===== src/rtl/traffic_pkg.sv =====
// Shared traffic-controller types: light encodings, phase enum, BCD helpers
// and 7-segment override codes.
package traffic_pkg;

  localparam int unsigned RED = 2;
  localparam int unsigned YEL = 1;
  localparam int unsigned GRN = 0;

  localparam logic [2:0] LIGHT_RED = 3'(1 << RED);
  localparam logic [2:0] LIGHT_YEL = 3'(1 << YEL);
  localparam logic [2:0] LIGHT_GRN = 3'(1 << GRN);

  typedef enum logic [2:0] {
    PH_MG,
    PH_MY,
    PH_CG,
    PH_CY,
    PH_INVALID
  } phase_e;

  // {main, cross} light vectors that identify each phase
  localparam logic [2:0] MG_MAIN  = LIGHT_GRN;
  localparam logic [2:0] MG_CROSS = LIGHT_RED;
  localparam logic [2:0] MY_MAIN  = LIGHT_YEL;
  localparam logic [2:0] MY_CROSS = LIGHT_RED;
  localparam logic [2:0] CG_MAIN  = LIGHT_RED;
  localparam logic [2:0] CG_CROSS = LIGHT_GRN;
  localparam logic [2:0] CY_MAIN  = LIGHT_RED;
  localparam logic [2:0] CY_CROSS = LIGHT_YEL;

  localparam logic [6:0] SEG_BLANK = 7'b1111111;
  localparam logic [6:0] SEG_DASH  = 7'b0111111;

  typedef enum logic [1:0] {
    SEG_DIGIT,
    SEG_OVR_BLANK,
    SEG_OVR_DASH
  } seg_ovr_e;

  typedef struct packed {
    logic [3:0] tens;
    logic [3:0] ones;
  } bcd2_t;

  function automatic bcd2_t to_bcd2(input int unsigned v);
    bcd2_t r;
    r.tens = 4'(v / 10);
    r.ones = 4'(v % 10);
    return r;
  endfunction

  function automatic phase_e phase_decode(input logic [2:0] main_l, input logic [2:0] cross_l);
    if (main_l == MG_MAIN && cross_l == MG_CROSS) return PH_MG;
    if (main_l == MY_MAIN && cross_l == MY_CROSS) return PH_MY;
    if (main_l == CG_MAIN && cross_l == CG_CROSS) return PH_CG;
    if (main_l == CY_MAIN && cross_l == CY_CROSS) return PH_CY;
    return PH_INVALID;
  endfunction

  // BCD decrement with tens borrow; caller guarantees value != 00
  function automatic bcd2_t bcd2_dec(input bcd2_t v);
    bcd2_t r;
    if (v.ones == 4'd0) begin
      r.ones = 4'd9;
      r.tens = v.tens - 4'd1;
    end else begin
      r.ones = v.ones - 4'd1;
      r.tens = v.tens;
    end
    return r;
  endfunction

endpackage


===== src/rtl/phase_countdown_display_if.sv =====
// Light-state inputs and multiplexed 7-segment outputs of the countdown display.
interface phase_countdown_display_if;
  logic       tick_1Hz;
  logic [2:0] main_st;
  logic [2:0] cross_st;
  logic [6:0] seg;
  logic [3:0] an;
  logic       dp;

  modport master (output tick_1Hz, main_st, cross_st, input seg, an, dp);
  modport slave  (input tick_1Hz, main_st, cross_st, output seg, an, dp);
endinterface


===== src/rtl/seg7_decoder.sv =====
// Combinational BCD digit to active-low 7-segment {g,f,e,d,c,b,a}, with
// blank/dash override.
module seg7_decoder
  import traffic_pkg::*;
(
  input  logic [3:0] digit,
  input  seg_ovr_e   ovr,
  output logic [6:0] seg_c
);

  always_comb begin
    seg_c = SEG_BLANK;
    case (ovr)
      SEG_OVR_DASH:  seg_c = SEG_DASH;
      SEG_OVR_BLANK: seg_c = SEG_BLANK;
      default: begin
        case (digit)
          4'd0: seg_c = 7'b1000000;
          4'd1: seg_c = 7'b1111001;
          4'd2: seg_c = 7'b0100100;
          4'd3: seg_c = 7'b0110000;
          4'd4: seg_c = 7'b0011001;
          4'd5: seg_c = 7'b0010010;
          4'd6: seg_c = 7'b0000010;
          4'd7: seg_c = 7'b1111000;
          4'd8: seg_c = 7'b0000000;
          4'd9: seg_c = 7'b0010000;
          default: seg_c = SEG_BLANK;
        endcase
      end
    endcase
  end

endmodule


===== src/rtl/phase_countdown_display.sv =====
// Identifies the traffic phase from the light vectors, counts its remaining
// seconds in BCD and drives a 4-digit multiplexed active-low 7-segment display.
module phase_countdown_display
  import traffic_pkg::*;
#(
  parameter int unsigned CLK_HZ     = 100_000_000,
  parameter int unsigned REFRESH_HZ = 1000,
  parameter int unsigned T_MG       = 10,
  parameter int unsigned T_MY       = 3,
  parameter int unsigned T_CG       = 5,
  parameter int unsigned T_CY       = 3
) (
  input  logic                       clk_100MHz,
  input  logic                       reset,
  phase_countdown_display_if.slave   bus
);

  localparam int unsigned REFRESH_CYC = CLK_HZ / (4 * REFRESH_HZ);
  localparam int unsigned REF_W       = (REFRESH_CYC > 1) ? $clog2(REFRESH_CYC) : 1;

  localparam bcd2_t LOAD_MG = to_bcd2(T_MG);
  localparam bcd2_t LOAD_MY = to_bcd2(T_MY);
  localparam bcd2_t LOAD_CG = to_bcd2(T_CG);
  localparam bcd2_t LOAD_CY = to_bcd2(T_CY);

  logic [1:0] tick_sync;
  logic       tick_prev;
  logic [2:0] main_s1, main_s2;
  logic [2:0] cross_s1, cross_s2;
  logic       tick_event_c;

  phase_e     phase_q;
  phase_e     phase_dec_c;
  bcd2_t      count_q;
  bcd2_t      load_c;

  logic [REF_W-1:0] refresh_q;
  logic [1:0]       slot_q;
  logic             refresh_wrap_c;
  logic [1:0]       slot_next_c;
  logic [3:0]       an_next_c;
  logic [3:0]       digit_c;
  seg_ovr_e         ovr_c;
  logic [6:0]       seg_c;
  logic [6:0]       seg_q;
  logic [3:0]       an_q;
  logic             dp_q;

  // Two-flop synchronisers plus one extra flop for tick edge detection
  always_ff @(posedge clk_100MHz or negedge reset) begin
    if (!reset) begin
      tick_sync <= '0;
      tick_prev <= 1'b0;
      main_s1   <= '0;
      main_s2   <= '0;
      cross_s1  <= '0;
      cross_s2  <= '0;
    end else begin
      tick_sync <= {tick_sync[0], bus.tick_1Hz};
      tick_prev <= tick_sync[1];
      main_s1   <= bus.main_st;
      main_s2   <= main_s1;
      cross_s1  <= bus.cross_st;
      cross_s2  <= cross_s1;
    end
  end

  assign tick_event_c = tick_sync[1] & ~tick_prev;
  assign phase_dec_c  = phase_decode(main_s2, cross_s2);

  always_comb begin
    load_c = '0;
    case (phase_dec_c)
      PH_MG:   load_c = LOAD_MG;
      PH_MY:   load_c = LOAD_MY;
      PH_CG:   load_c = LOAD_CG;
      PH_CY:   load_c = LOAD_CY;
      default: load_c = '0;
    endcase
  end

  // A phase change reloads and wins over a coincident tick; count saturates at 00
  always_ff @(posedge clk_100MHz or negedge reset) begin
    if (!reset) begin
      phase_q <= PH_INVALID;
      count_q <= '0;
    end else if (phase_dec_c != phase_q) begin
      phase_q <= phase_dec_c;
      count_q <= load_c;
    end else if (tick_event_c && phase_q != PH_INVALID && count_q != '0) begin
      count_q <= bcd2_dec(count_q);
    end
  end

  assign refresh_wrap_c = (refresh_q == REF_W'(REFRESH_CYC - 1));
  assign slot_next_c    = refresh_wrap_c ? slot_q + 2'd1 : slot_q;

  // Select anode and digit source for the slot that is live after this edge
  always_comb begin
    an_next_c = 4'b1111;
    digit_c   = count_q.ones;
    ovr_c     = SEG_OVR_BLANK;
    case (slot_next_c)
      2'd0: begin
        an_next_c = 4'b1110;
        digit_c   = count_q.ones;
        ovr_c     = (phase_q == PH_INVALID) ? SEG_OVR_DASH : SEG_DIGIT;
      end
      2'd1: begin
        an_next_c = 4'b1101;
        digit_c   = count_q.tens;
        if (phase_q == PH_INVALID)      ovr_c = SEG_OVR_DASH;
        else if (count_q.tens == 4'd0)  ovr_c = SEG_OVR_BLANK;
        else                            ovr_c = SEG_DIGIT;
      end
      default: begin
        an_next_c = 4'b1111;
        ovr_c     = SEG_OVR_BLANK;
      end
    endcase
  end

  seg7_decoder u_seg7_decoder (
    .digit (digit_c),
    .ovr   (ovr_c),
    .seg_c (seg_c)
  );

  always_ff @(posedge clk_100MHz or negedge reset) begin
    if (!reset) begin
      refresh_q <= '0;
      slot_q    <= '0;
      an_q      <= 4'b1111;
      seg_q     <= SEG_BLANK;
      dp_q      <= 1'b1;
    end else begin
      refresh_q <= refresh_wrap_c ? '0 : refresh_q + REF_W'(1);
      slot_q    <= slot_next_c;
      an_q      <= an_next_c;
      seg_q     <= seg_c;
      dp_q      <= 1'b1;
    end
  end

  assign bus.seg = seg_q;
  assign bus.an  = an_q;
  assign bus.dp  = dp_q;

endmodule

===== src/flat_wrapper.sv =====
// flat-port wrapper written by rule: the top's interface ports become plain ports
module phase_countdown_display_flat import traffic_pkg::*;
#(
  parameter int unsigned CLK_HZ     = 100_000_000,
  parameter int unsigned REFRESH_HZ = 1000,
  parameter int unsigned T_MG       = 10,
  parameter int unsigned T_MY       = 3,
  parameter int unsigned T_CG       = 5,
  parameter int unsigned T_CY       = 3
)
  (clk_100MHz, reset, bus_tick_1Hz, bus_main_st, bus_cross_st, bus_seg, bus_an, bus_dp);
  phase_countdown_display_if bus_i ();
  input  logic clk_100MHz;
  input  logic reset;
  input wire logic [$bits(bus_i.tick_1Hz)-1:0] bus_tick_1Hz;
  input wire logic [$bits(bus_i.main_st)-1:0] bus_main_st;
  input wire logic [$bits(bus_i.cross_st)-1:0] bus_cross_st;
  output wire logic [$bits(bus_i.seg)-1:0] bus_seg;
  output wire logic [$bits(bus_i.an)-1:0] bus_an;
  output wire logic [$bits(bus_i.dp)-1:0] bus_dp;
  assign bus_i.tick_1Hz = bus_tick_1Hz;
  assign bus_i.main_st = bus_main_st;
  assign bus_i.cross_st = bus_cross_st;
  assign bus_seg = bus_i.seg;
  assign bus_an = bus_i.an;
  assign bus_dp = bus_i.dp;
  phase_countdown_display #(.CLK_HZ(CLK_HZ), .REFRESH_HZ(REFRESH_HZ), .T_MG(T_MG), .T_MY(T_MY), .T_CG(T_CG), .T_CY(T_CY)) u_core (.clk_100MHz(clk_100MHz), .reset(reset), .bus(bus_i));
endmodule

===== config.mk =====
export PLATFORM = sky130hd
export DESIGN_NAME = phase_countdown_display_flat
export DESIGN_NICKNAME = d
export VERILOG_FILES = /design/src/rtl/traffic_pkg.sv /design/src/rtl/phase_countdown_display_if.sv /design/src/rtl/seg7_decoder.sv /design/src/rtl/phase_countdown_display.sv /design/src/flat_wrapper.sv
export SDC_FILE = /design/constraint.sdc
export NUM_CORES = 1
export LEC_CHECK = 0
export ABC_AREA = 1
export BUFFER_PORTS_ARGS = -buffer_cell sky130_fd_sc_hd__buf_2
export CAP_MARGIN = 40
export CORE_UTILIZATION = 50
export CTS_CLUSTER_DIAMETER = 120
export CTS_CLUSTER_SIZE = 8
export DETAILED_ROUTE_END_ITERATION = 6
export PLACE_DENSITY = 0.69
export SYNTH_ARGS = -nofsm -noshare
export SYNTH_HDL_FRONTEND = slang
export SYNTH_SLANG_ARGS = --single-unit

===== constraint.sdc =====
create_clock -name clk_100MHz -period 2.76 [get_ports clk_100MHz]
set_input_delay 0.276 -clock clk_100MHz [delete_from_list [all_inputs] [get_ports clk_100MHz]]
set_output_delay 0.276 -clock clk_100MHz [all_outputs]
set_load 0.01 [all_outputs]

# Word-level counts from Yosys, hierarchy flattened
# Memories as Yosys holds them, arrays and structs flattened.
# Index checks and enable logic that the tools add are counted.
# totals
regBits	53
mem_bits_ro	112
input_bits	9
out_inout_bits	12
n_memories	1
# memory_table
memory	words	width	read_ports	rd_ports_with_merged_regs	write_ports	line	source
(no name shown)	16	7	1	0	0	seg7_decoder.sv:17	case (digit)
# classes
n_addsub	4
eq_ne	16
mux	31
bitwise_logic	2
reduce_logical	15
# ops
cell	n
$mux 3	8
$mux 8	3
$add 15x1->15 const B	1
$eq 15x15->1 const B	1
$mux 15	1
$pmux 5 s3	1
$pmux 7 s2	1
$eq 3x2->1 const B	4
$mux 1	11
$eq 3x1->1 const B	3
$eq 3x3->1 const B	3
$logic_not 4->1	2
$pmux 2 s2	2
$reduce_bool 8->1	1
$sub 4x1->4 const B	2
$logic_and 1x1->1	6
$mux 2	3
$eq 2x1->1 const B	2
$mux 4	1
$reduce_bool 2->1	2
$logic_not 3->1	1
$ne 3x3->1	1
$ne 3x3->1 const B	1
$add 2x1->2 const B	1
other kinds (6)	6

# Longest topological paths before layout
# Gate-level depths: netlist of the first run.
# logic_depth
word_depth	17
mapped_depth	15

# Hierarchy
# Synthesis of the first run repeated with hierarchy kept, for this count alone.
# unflattened
hier_cells	293
hier_area_um2	2568.7
# by_module_without_submodules
module	n_inst	cells_each	area_per_inst_um2
phase_countdown_display	1	256	2356.0
seg7_decoder	1	37	212.7

# Least setup slack after synthesis of the first run
# No wires, ideal clock.
# synth_path
kind	flip-flop to flip-flop
startpoint	register u_core.refresh_q[0]
endpoint	register u_core.seg_q[4] (netlist: u_core.bus.seg[4])
arrival_ns	1.849
required_time_ns	2.670
path_slack_ns	0.822
stages_incl_launch_ff	11
period_less_slack_ns	1.938
cell_sequence	dfrtp_1 -> ha_1 -> nand2_1 -> nor2_2 -> nand3_2 -> xor2_1 -> o31ai_1 -> ha_1 -> inv_1 -> a21oi_4 -> o211ai_2
# synth_between
elab_chain_cells	6
word_cells_on_any_way	10
classes_between	eq/ne (4); mux (4); reduce/logical (1); memory (1)
# synth_rtl
item	line	source
from (decl)	phase_countdown_display.sv:37	logic [REF_W-1:0] refresh_q;
from (signal assigned)	phase_countdown_display.sv:137	refresh_q <= refresh_wrap_c ? '0 : refresh_q + REF_W'(1);
$eq 15x15->1 (*)	phase_countdown_display.sv:95	assign refresh_wrap_c = (refresh_q == REF_W'(REFRESH_CYC - 1));
$mux 2 (*)	phase_countdown_display.sv:96	assign slot_next_c = refresh_wrap_c ? slot_q + 2'd1 : slot_q;
$eq 2x1->1 / $logic_not 2->1 (equally long branches)	phase_countdown_display.sv:103	case (slot_next_c)
$mux 4 / $pmux 2 s2 (equally long branches)	phase_countdown_display.sv:103	
$mem_v2 16x7, or another cell as far along	n/a	
$pmux 7 s2 (*)	seg7_decoder.sv:13	case (ovr)
net u_core.seg_c[4]	phase_countdown_display.sv:44	logic [6:0] seg_c;
to (signal assigned)	phase_countdown_display.sv:140	seg_q <= seg_c;
to (decl)	phase_countdown_display.sv:45	logic [6:0] seg_q;
# The timed path passes the listed nets; every way through them passes the cells marked *.
# A chain may end at the register's enable or synchronous reset.

# Worst setup path in the final report of the first run
# Ends and elaborated chain as after synthesis.

==> flow_metrics.tcl, run 1 <==
set metrics [dict create \
    status "complete, no violations" \
    synthMuxAreaShare_pct 0 \
    grt_pass1_wl_um 7360 \
    synth_compound_area_share_pct 7.80 \
    multi_input_area_um2 1000 \
    antenna_found_initial 0 \
    drc_errors 0 \
    grt_use_total_pct 18.1 \
    regArea_mm2 0.00131 \
    cts_tree "done" \
    wirelength_um 4110 \
    root_buffer "clkbuf_8" \
    htreeDepth 2 \
    syn_inst 283 \
    cp-end-kind "flip-flop" \
    peakVddDrop_uv 377 \
    max_freq_mhz 465 \
    ys_types 35 \
    port_buffers 17 \
    drive_above_1_share_pct 21.9 \
    ys_seq_area_share_pct 52.5 \
    ys_seq_elements 52 \
    finalCriticalPeriod_ps 2150 \
    reg2reg_depth 10 \
    crit_fanout 7 \
    finalSetupViolations 0 \
    powerDensity_mw_per_mm2 544 \
    cts_buffers 5 \
    hold_start "bus_cross_st[1]" \
    hpwl_um 3120 \
    holdPathStages 1 \
    hold_ws_ps 80.4 \
    rows 25 \
    yosys.area_share.simple_pct 27.1 \
    fillers 428 \
    crit_start "u_core.refresh_q[0]$_DFF_PN0_" \
    ant_nets 0 \
    detail_route.wl_per_cell_um 10.9 \
    coreArea_mm2 0.00475 \
    drv_cap 0 \
    synthToLayoutAreaGrowth_pct 11.2 \
    grt_max_degree 25 \
    reg2reg_from "u_core.refresh_q[0]$_DFF_PN0_" \
    clk_pin_slew_worst_paths_ps 90 \
    ios 21 \
    clock_sinks 52 \
    die_h_um 72.7 \
    first_pass_iters 4 \
    finalHoldViolCount 0 \
    clk_path_buf_depth 2 \
    final_nets 321 \
    synth-xor-area-share_pct 3.15 \
    viasPerCell 4.84 \
    post_cts_buffers 0 \
    die-area_mm2 0.00529 \
    start_util_pct 52.6 \
    synth_top_family_by_area "simple AND/OR/NAND/NOR gates" \
    gp_congestion 0.787 \
    slew_violations 0 \
    syn_area_per_cell_um2 8.84 \
    synth-adder-area-share_pct 1.50 \
    required_ps 2990 \
    worstPathArrival_ps 2380 \
    syn_area_mm2 0.00250 \
    num_vias 1823 \
    grt_pass1_vias 1729 \
    clkLatencyLatePin_ps 300 \
    overflow 0 \
    start_kind "flip-flop" \
    setup_tns_ps 0 \
    post_cts_resized 0 \
    clock_skew_ps 10.2 \
    num_antenna_cells 0 \
    timing.final.crit_share_pct 77.9 \
    cts_hold_buf 1 \
    critPathKind "flip-flop to flip-flop" \
    drtIter0Drc 63 \
    yosysWarnings 0 \
    min_path_type "input pin to flip-flop" \
    total_leakage_power_nw 1.40 \
    rsz0062_at_grt "false" \
    die_w_um 72.7 \
]
-- worst max-delay path, cell delays in order, from the launching register on --
cell,delay (ps)
dfrtp_1,380
ha_1,210
nand2_1,110
nor2_2,160
nand3_2,130
xor2_1,260
o31ai_1,130
ha_1,320
inv_1,70
a21oi_4,200
o211ai_2,110
-- cell usage in the layout, fill, tap and decap left out, types with 4 or more instances in the layout --
cell type	netlist	layout
dfstp_2	10	10
inv_1	42	42
nor3_1	6	6
xor2_1	7	7
buf_2	0	17
nand2_1	56	56
nor2_1	24	24
clkbuf_8	0	7
dfrtp_1	42	42
o21ai_0	9	9
a21oi_1	7	7
nand2_2	9	9
inv_2	4	4
nand4_1	4	4
nand3_1	23	23
nor2_2	6	6
-- layout make-up --
cell class                      count  share of cell area (%)
Clock buffer                        8                    3.60
Timing Repair Buffer               20                    3.96
Tap cell                           67                    3.02
Inverter                           46                    6.21
Multi-Input combinational cell    184                    36.0
Sequential cell                    52                    47.3
-- cells in the mapped netlist, drive strengths merged --
cell	n	area [µm²]
o211ai	2	20.0
o31ai	1	7.51
nor3	6	30.0
a21o	2	15.0
nor4	1	6.26
dfstp	10	263
nand3b	1	7.51
nor2	32	150
conb	1	3.75
dfrtp	42	1050
inv	46	173
o21ai	15	86.3
nand4	4	25.0
ha	3	37.5
xor2	7	61.3
a31oi	1	6.26
a31o	1	8.76
xnor2	2	17.5
a21oi	8	51.3
nand3	26	153
nand2	66	278
buf	3	22.5
nor3b	3	27.5
-- kinds of logic (layout without fill, tap and decap cells) --
| group | Yosys count | after routing |
|---|---|---|
| and+or+nand+nor | 139 | 139 |
| AOI/OAI and AO/OA | 30 | 30 |
| buffers and inverters | 49 | 74 |
| adders and majority gates | 3 | 3 |
| DFF | 52 | 52 |
| other | 1 | 3 |
| xor gates and xnor gates | 9 | 9 |
-- report_power, final --
| part | internal, mW | switching, mW | leakage, nW | total [mW] |
|---|---|---|---|---|
| Combinational | 0.0775 | 0.145 | 0.712 | 0.222 |
| Sequential | 0.806 | 0.0266 | 0.640 | 0.833 |
| Clock | 0.229 | 0.228 | 0.0515 | 0.457 |
| Total | 1.11 | 0.400 | 1.40 | 1.51 |
-- worst paths after layout --
path / end / slack, ps
setup / recovery: u_core.bus.seg[4]$_DFF_PN1_ / 610
hold / removal: u_core.cross_s1[1]$_DFF_PN0_ / 80
setup reg to reg: u_core.bus.seg[4]$_DFF_PN1_ / 610
hold reg to reg: u_core.cross_s2[0]$_DFF_PN0_ / 350
max in group asynchronous: u_core.phase_q[2]$_DFFE_PN1N_ / 1660
min in group asynchronous: u_core.slot_q[1]$_DFF_PN0_ / 420
-- layer usage --
metal	share of wire, %	wire length [µm]	track usage (%)	vias to the layer above
met4	1.5	63	6.75	0
met2	47	1940	29.9	30
met3	3.4	140	4.70	5
li1	-	-	-	943
met1	48	1960	23.0	845
met5	0	0	0	-
-- stage by stage --
step / area (µm²) / setup slack (ps) / utilization [%] / cells / total power [mW]
floorplan: 2510 / 822 / - / 285 / 1.01
global placement: 2670 / 704 / 56.2 / 368 / 1.06
detailed placement: 2670 / 633 / 56.2 / 368 / 1.07
CTS: 2780 / 601 / 58.5 / 377 / 1.54
global route: 2780 / 452 / 58.5 / 377 / 1.60
finish: 2780 / 610 / 58.5 / 377 / 1.51
-- registers in the layout, summed over array words and instances, names as in the netlist --
register          cells
u_core.cross_s2       3
u_core.main_s2        3
u_core.tick_sync      2
u_core.cross_s1       3
u_core.slot_q         2
u_core.count_q        8
u_core.main_s1        3
u_core.bus.seg        7
u_core.phase_q        3
u_core.tick_prev      1
u_core.bus.an         2
u_core.refresh_q     15
(Power assumes the default switching activity.)
==> run 2: changes to the inputs <==
- ABC_AREA: 1 -> 0
- PLACE_DENSITY: 0.69 -> 0.71
- clock period: 2.76 -> 1.9 ns (I/O delays scaled with it)
==> run 2 against run 1 <==
Compared with the run above: the flow now finishes with violations (setup timing); hold slack improved by 270 ps; sequential share of layout area decreased by 7.9 points; total power increased by 33%; synthesized cell count decreased by 16%; count of clock-buffer cells in the layout decreased by 3; clock skew decreased by 7.3 ps; non-clock buffer count increased by 61; clock power increased by 39%; largest cell class unchanged; largest power group unchanged.
==> flow_metrics.tcl, run 2 <==
set metrics [dict create \
    cp_top_family "simple AND/OR/NAND/NOR gates" \
    slowest_delay_ps 560 \
    drtIter0Drc 115 \
    coreArea_mm2 0.00475 \
    clk_path_buf_depth 2 \
    grt_pass1_wl_um 8340 \
    place_ws_ps -583 \
    die-area_mm2 0.00528 \
    num_antenna_cells 0 \
    final_area_mm2 0.00334 \
    finalCriticalPeriod_ps 2500 \
    yosysTopAreaCell "dfrtp_1" \
    clk_pin_slew_worst_paths_ps 90 \
    hpwl_um 3580 \
    p_total_mw 2.02 \
    ant_nets 0 \
    grt_pass1_vias 1915 \
    synth.area.top_cells "dfrtp_1 (42%), dfstp_2 (11%), xnor2_1 (4.6%)" \
    die_h_um 72.7 \
    clock_skew_ps 2.95 \
    min_path_type "flip-flop to flip-flop" \
    synthToLayoutAreaGrowth_pct 33.7 \
    p_sw_uw 504 \
    final_nets 325 \
    violations "setup timing" \
    crit_slowest_cell "or4b_4" \
    regMostFlops "u_core.refresh_q" \
    slew_violations 0 \
    synth_edf_count 0 \
    mostFrequentLayoutCell "buf_4" \
    first_pass_iters 5 \
    port_buffers 17 \
    ys_seq_area_share_pct 52.6 \
    cts_tree "done" \
    rows 25 \
    syn_area_mm2 0.00250 \
    critPathBufInv 0 \
    r2r_setup_slack_ps -600 \
    viasPerCell 5.29 \
    max_freq_mhz 399 \
    total_leakage_power_nw 1.49 \
    antenna_found_initial 0 \
    placed_cells_incl_taps 358 \
    ios 21 \
    yosysMostFrequentCell "dfrtp_1" \
    ys_types 54 \
    die_w_um 72.7 \
    finalSetupViolations 10 \
    num_vias 2017 \
    critPathKind "flip-flop to flip-flop" \
    grt_use_total_pct 20.7 \
    drc_errors 0 \
    seq_power_share_pct 57.8 \
    worstPathArrival_ps 2740 \
    swShare_pct 25.0 \
    largest_register_ffs 15 \
    required_ps 2130 \
    detail_route.wl_per_cell_um 13.4 \
    htreeDepth 2 \
    ys_top_cells_by_count "dfrtp_1 (42), nor2_1 (23), nand2_1 (14)" \
    clock_sinks 52 \
    crit_fanout 7 \
    overflow 0 \
    fin_cells 381 \
    syn_inst 238 \
    yosysWarnings 0 \
    path_cells "or4b_4 -> nor4_4 -> nand2_2 -> xnor2_2 -> nand2b_4 -> ha_4 -> nand2_2 -> a221oi_2 -> mux2i_1" \
    crit_top_cell "nand2_2" \
    status "finished with violations" \
    synthDominantCellAreaShare_pct 42.1 \
    drv_cap 0 \
    synth_flop_cell "dfrtp_1" \
    layout_common_cells "buf_4 (52), dfrtp_1 (42), nor2_1 (23)" \
    peakVddDrop_uv 591 \
    grt_max_degree 32 \
    cp-end-kind "flip-flop" \
    comb_power_share_pct 10.7 \
    powerDensity_mw_per_mm2 604 \
    finalHoldViolCount 0 \
    dpl_cell_area_mm2 0.00304 \
    start_util_pct 52.5 \
    timing.final.crit_share_pct 132 \
    root_buffer "clkbuf_8" \
    wirelength_um 5090 \
    clkLatencyLatePin_ps 310 \
    p_clk_share_pct 31.6 \
    rsz0062_at_grt "true" \
    gp_congestion 0.867 \
    cts_buffers 5 \
    start_kind "flip-flop" \
    final.setup.worst_slack_ps -605 \
    syn_area_per_cell_um2 10.5 \
    ys_seq_elements 52 \
    worst_pin_slew_ps 509 \
    internal-power_mw 1.51 \
    setup_tns_ps -3980 \
    relSlewSlack_pct 66.1 \
    async_reset_ff_share_pct 100 \
    drive_above_1_share_pct 37.3 \
]
[run 2: power groups by stage]
stage | clock network, mW | logic [mW] | registers (mW)
after detailed placement | 0 | 0.193 | 1.19
after CTS | 0.658 | 0.207 | 1.16
final | 0.637 | 0.215 | 1.16
after global routing | 0.690 | 0.235 | 1.17
after global placement | 0 | 0.188 | 1.18
after floorplan | 0 | 0.101 | 1.19
[run 2: layout make-up]
class | instances | area (µm²)
Tap cell | 67 | 83.8
Fill cell | 346 | 1420
Clock inverter | 3 | 22.5
Timing Repair Buffer | 81 | 609
Sequential cell | 52 | 1310
Inverter | 8 | 30.0
Clock buffer | 5 | 68.8
Multi-Input combinational cell | 165 | 1210
[run 2: timing repair]
item | 4_1_cts | 5_1_grt
resized for setup | 2 | 14
endpoints found under the setup margin | 10 | 14
hold buffers | 8 | 0
setup buffers | 2 | 5
pin swaps | 2 | 3
hold endpoints to repair | 19 | 0
[run 2: kinds of logic (layout without fill, tap and decap cells)]
family	count (synthesis)	count (layout)	synth area share, %
AND/OR/NAND/NOR	90	90	20.6
flip-flops	52	52	52.6
AO/OA/AOI/OAI	41	41	10.6
buffers and inverters	23	97	3.96
XOR/XNOR	20	20	7.31
multiplexers	7	7	2.86
adder cells (fa/ha/maj)	4	4	1.90
other	1	3	0.150
[run 2: worst paths after layout]
path | startpoint | endpoint | cells past startpoint
setup / recovery | u_core.refresh_q[6]$_DFF_PN0_ | u_core.bus.seg[3]$_DFF_PN1_ | 9
hold / removal | u_core.cross_s1[2]$_DFF_PN0_ | u_core.cross_s2[2]$_DFF_PN0_ | 0
setup reg to reg | u_core.refresh_q[6]$_DFF_PN0_ | u_core.bus.seg[3]$_DFF_PN1_ | 9
hold reg to reg | u_core.cross_s1[2]$_DFF_PN0_ | u_core.cross_s2[2]$_DFF_PN0_ | 0
max in group asynchronous | reset | u_core.phase_q[2]$_DFFE_PN1N_ | 3
min in group asynchronous | reset | u_core.slot_q[1]$_DFF_PN0_ | 2
[run 2: through the flow]
stage               hold WS (ps)  util [%]
floorplan                   -106         -
CTS                          358      68.1
finish                       355      70.2
global placement             189      64.0
detailed placement           192      64.0
global route                 366      70.2
[run 2: routing by layer]
metal	GRT usage, %	vias up	wire length, µm
met2	34.9	53	2500
met1	26.6	979	2320
li1	-	974	-
met4	8.06	0	109
met5	0	-	0
met3	3.73	11	158
==> run 3: changes to the inputs <==
- SETUP_SLACK_MARGIN: unset -> 0.15
==> run 3 against run 2 <==
Compared with the run above: the run still ends with setup timing left; cell area increased by 1.8%; core utilization increased by 1.2 points; via count decreased by 1.9%; hold slack about the same; maximum frequency increased by 1.2%; setup slack improved by 29 ps; sequential power about the same; clock skew increased by 5.1 ps; critical path depth increased by 1; register-to-register slack improved by 30 ps; routed wire length decreased by 3.0%; critical endpoint is now u_core.bus.seg[6]$_DFF_PN1_.
==> flow_metrics.tcl, run 3 (synthesis gave the netlist of run 2 again) <==
set metrics [dict create \
    grt_max_degree 31 \
    drv_cap 0 \
    p_total_mw 2.05 \
    layout_common_cells "buf_4 (49), dfrtp_1 (40), nor2_1 (20)" \
    crit_slowest_cell "or4b_4" \
    holdPathStages 0 \
    total_leakage_power_nw 1.48 \
    powerDensity_mw_per_mm2 603 \
    start_kind "flip-flop" \
    die_h_um 72.7 \
    finalCriticalPeriod_ps 2480 \
    timing.final.crit_share_pct 130 \
    grt.busiest_layer "met2" \
    clock_skew_ps 8.04 \
    status "finished with violations" \
    first_pass_iters 4 \
    cts_buffers 5 \
    slowest_delay_ps 560 \
    drtIter0Drc 76 \
    detail_route.wl_per_cell_um 13.1 \
    die-area_mm2 0.00528 \
    path_cells "or4b_4 -> nor4_4 -> buf_4 -> maj3_1 -> nor2_1 -> a21oi_2 -> ha_4 -> nand2_2 -> nor4_4 -> a211oi_2" \
    gr-usage-met3_pct 4.14 \
    drc_errors 0 \
    num_antenna_cells 0 \
    rsz0062_at_grt "true" \
    r2r_setup_slack_ps -580 \
    clk_pin_slew_worst_paths_ps 90 \
    r2r_end "u_core.bus.seg[6]$_DFF_PN1_" \
    hold_end "u_core.tick_sync[1]$_DFF_PN0_" \
    required_ps 2120 \
    met2_usage_pct 34.8 \
    finalSetupViolations 9 \
    reg2reg_from "u_core.refresh_q[6]$_DFF_PN0_" \
    mostFrequentLayoutCell "buf_4" \
    ant_nets 0 \
    hpwl_um 3470 \
    reg2reg_depth 10 \
    setup_tns_ps -3570 \
    crit_top_cell "nor4_4" \
    cp-end-kind "flip-flop" \
    die_w_um 72.7 \
    root_buffer "clkbuf_8" \
    peakVddDrop_uv 595 \
    wirelength_um 4940 \
    coreArea_mm2 0.00475 \
    final.setup.worst_slack_ps -576 \
    overflow 0 \
    final_nets 322 \
    start_util_pct 52.5 \
    regMostFlops "u_core.refresh_q" \
    cts_tree "done" \
    max_freq_mhz 404 \
    clock_sinks 52 \
    ios 21 \
    gp_congestion 0.921 \
    clk_path_buf_depth 2 \
    relSlewSlack_pct 66.3 \
    critPathKind "flip-flop to flip-flop" \
    port_buffers 17 \
    grt_pass1_wl_um 8180 \
    worst_pin_slew_ps 505 \
    num_vias 1979 \
    finalHoldViolCount 0 \
    grt_pass1_vias 1895 \
    worstPathArrival_ps 2700 \
    violations "setup timing" \
    largest_register_ffs 15 \
    viasPerCell 5.24 \
    rows 25 \
    synthToLayoutAreaGrowth_pct 36.0 \
    htreeDepth 2 \
    grtUsageMet1_pct 25.5 \
    slew_violations 0 \
    min_path_type "flip-flop to flip-flop" \
    hold_start "u_core.tick_sync[0]$_DFF_PN0_" \
    grt_use_total_pct 20.2 \
    crit_fanout 6 \
    clkLatencyLatePin_ps 310 \
    antenna_found_initial 0 \
    drive_above_1_share_pct 41.2 \
]
-- run 3: critical path: cells and delay by family (launching register included) --
family	cells	cell delay (ps)
AOI/OAI and AO/OA	2	350
adders and majority gates	2	390
buffers and inverters	1	160
DFF	1	390
and+or+nand+nor	5	1100
-- run 3: per-layer routing --
metal	part of all wire, %	up-vias
met5	0	-
met2	53	42
met4	0.77	0
li1	-	975
met1	43	957
met3	3.2	5
-- run 3: timing repair --
| action | in CTS | in global routing |
|---|---|---|
| endpoints found under the setup margin | 17 | 19 |
| hold buffers | 8 | 0 |
| gates resized for setup | 9 | 23 |
| cloned | 0 | 0 |
| buffers inserted | 6 | 1 |
| hold endpoints to repair | 20 | 0 |
| pin swaps | 6 | 3 |
-- run 3: how the worst max path moves through the flow --
stage                                         startpoint                     endpoint  slack [ps]  depth (start not counted)
after detailed placement  u_core.refresh_q[12]$_DFF_PN0_  u_core.bus.seg[6]$_DFF_PN1_        -610                          9
after CTS                  u_core.refresh_q[6]$_DFF_PN0_  u_core.bus.seg[6]$_DFF_PN1_        -570                          9
after global placement    u_core.refresh_q[12]$_DFF_PN0_  u_core.bus.seg[6]$_DFF_PN1_        -500                         10
after global routing       u_core.refresh_q[3]$_DFF_PN0_  u_core.bus.seg[6]$_DFF_PN1_        -680                          9
final                      u_core.refresh_q[6]$_DFF_PN0_  u_core.bus.seg[6]$_DFF_PN1_        -580                         10
after floorplan           u_core.refresh_q[12]$_DFF_PN0_  u_core.bus.seg[6]$_DFF_PN1_        -590                         10
-- run 3: where the power goes --
group	switching [mW]	leakage (nW)	internal, mW
Clock	0.378	0.0491	0.271
Sequential	0.0216	0.640	1.15
Combinational	0.119	0.796	0.110
-- run 3: final cells by class --
cell class | instances | area, µm²
Multi-Input combinational cell | 165 | 1280
Clock buffer | 5 | 68.8
Sequential cell | 52 | 1320
Tap cell | 67 | 83.8
Timing Repair Buffer | 78 | 587
Inverter | 8 | 30.0
Fill cell | 351 | 1360
Clock inverter | 3 | 26.3
-- run 3: stage by stage --
step / setup WS (ps) / cell area, µm² / util (%) / std cells / hold WS (ps)
finish: -576 / 3400 / 71.4 / 378 / 355
global route: -682 / 3400 / 71.4 / 378 / 365
CTS: -565 / 3280 / 69.1 / 377 / 358
detailed placement: -612 / 3030 / 63.8 / 355 / 197
global placement: -499 / 3030 / 63.8 / 355 / 194
floorplan: -590 / 2590 / - / 240 / -106
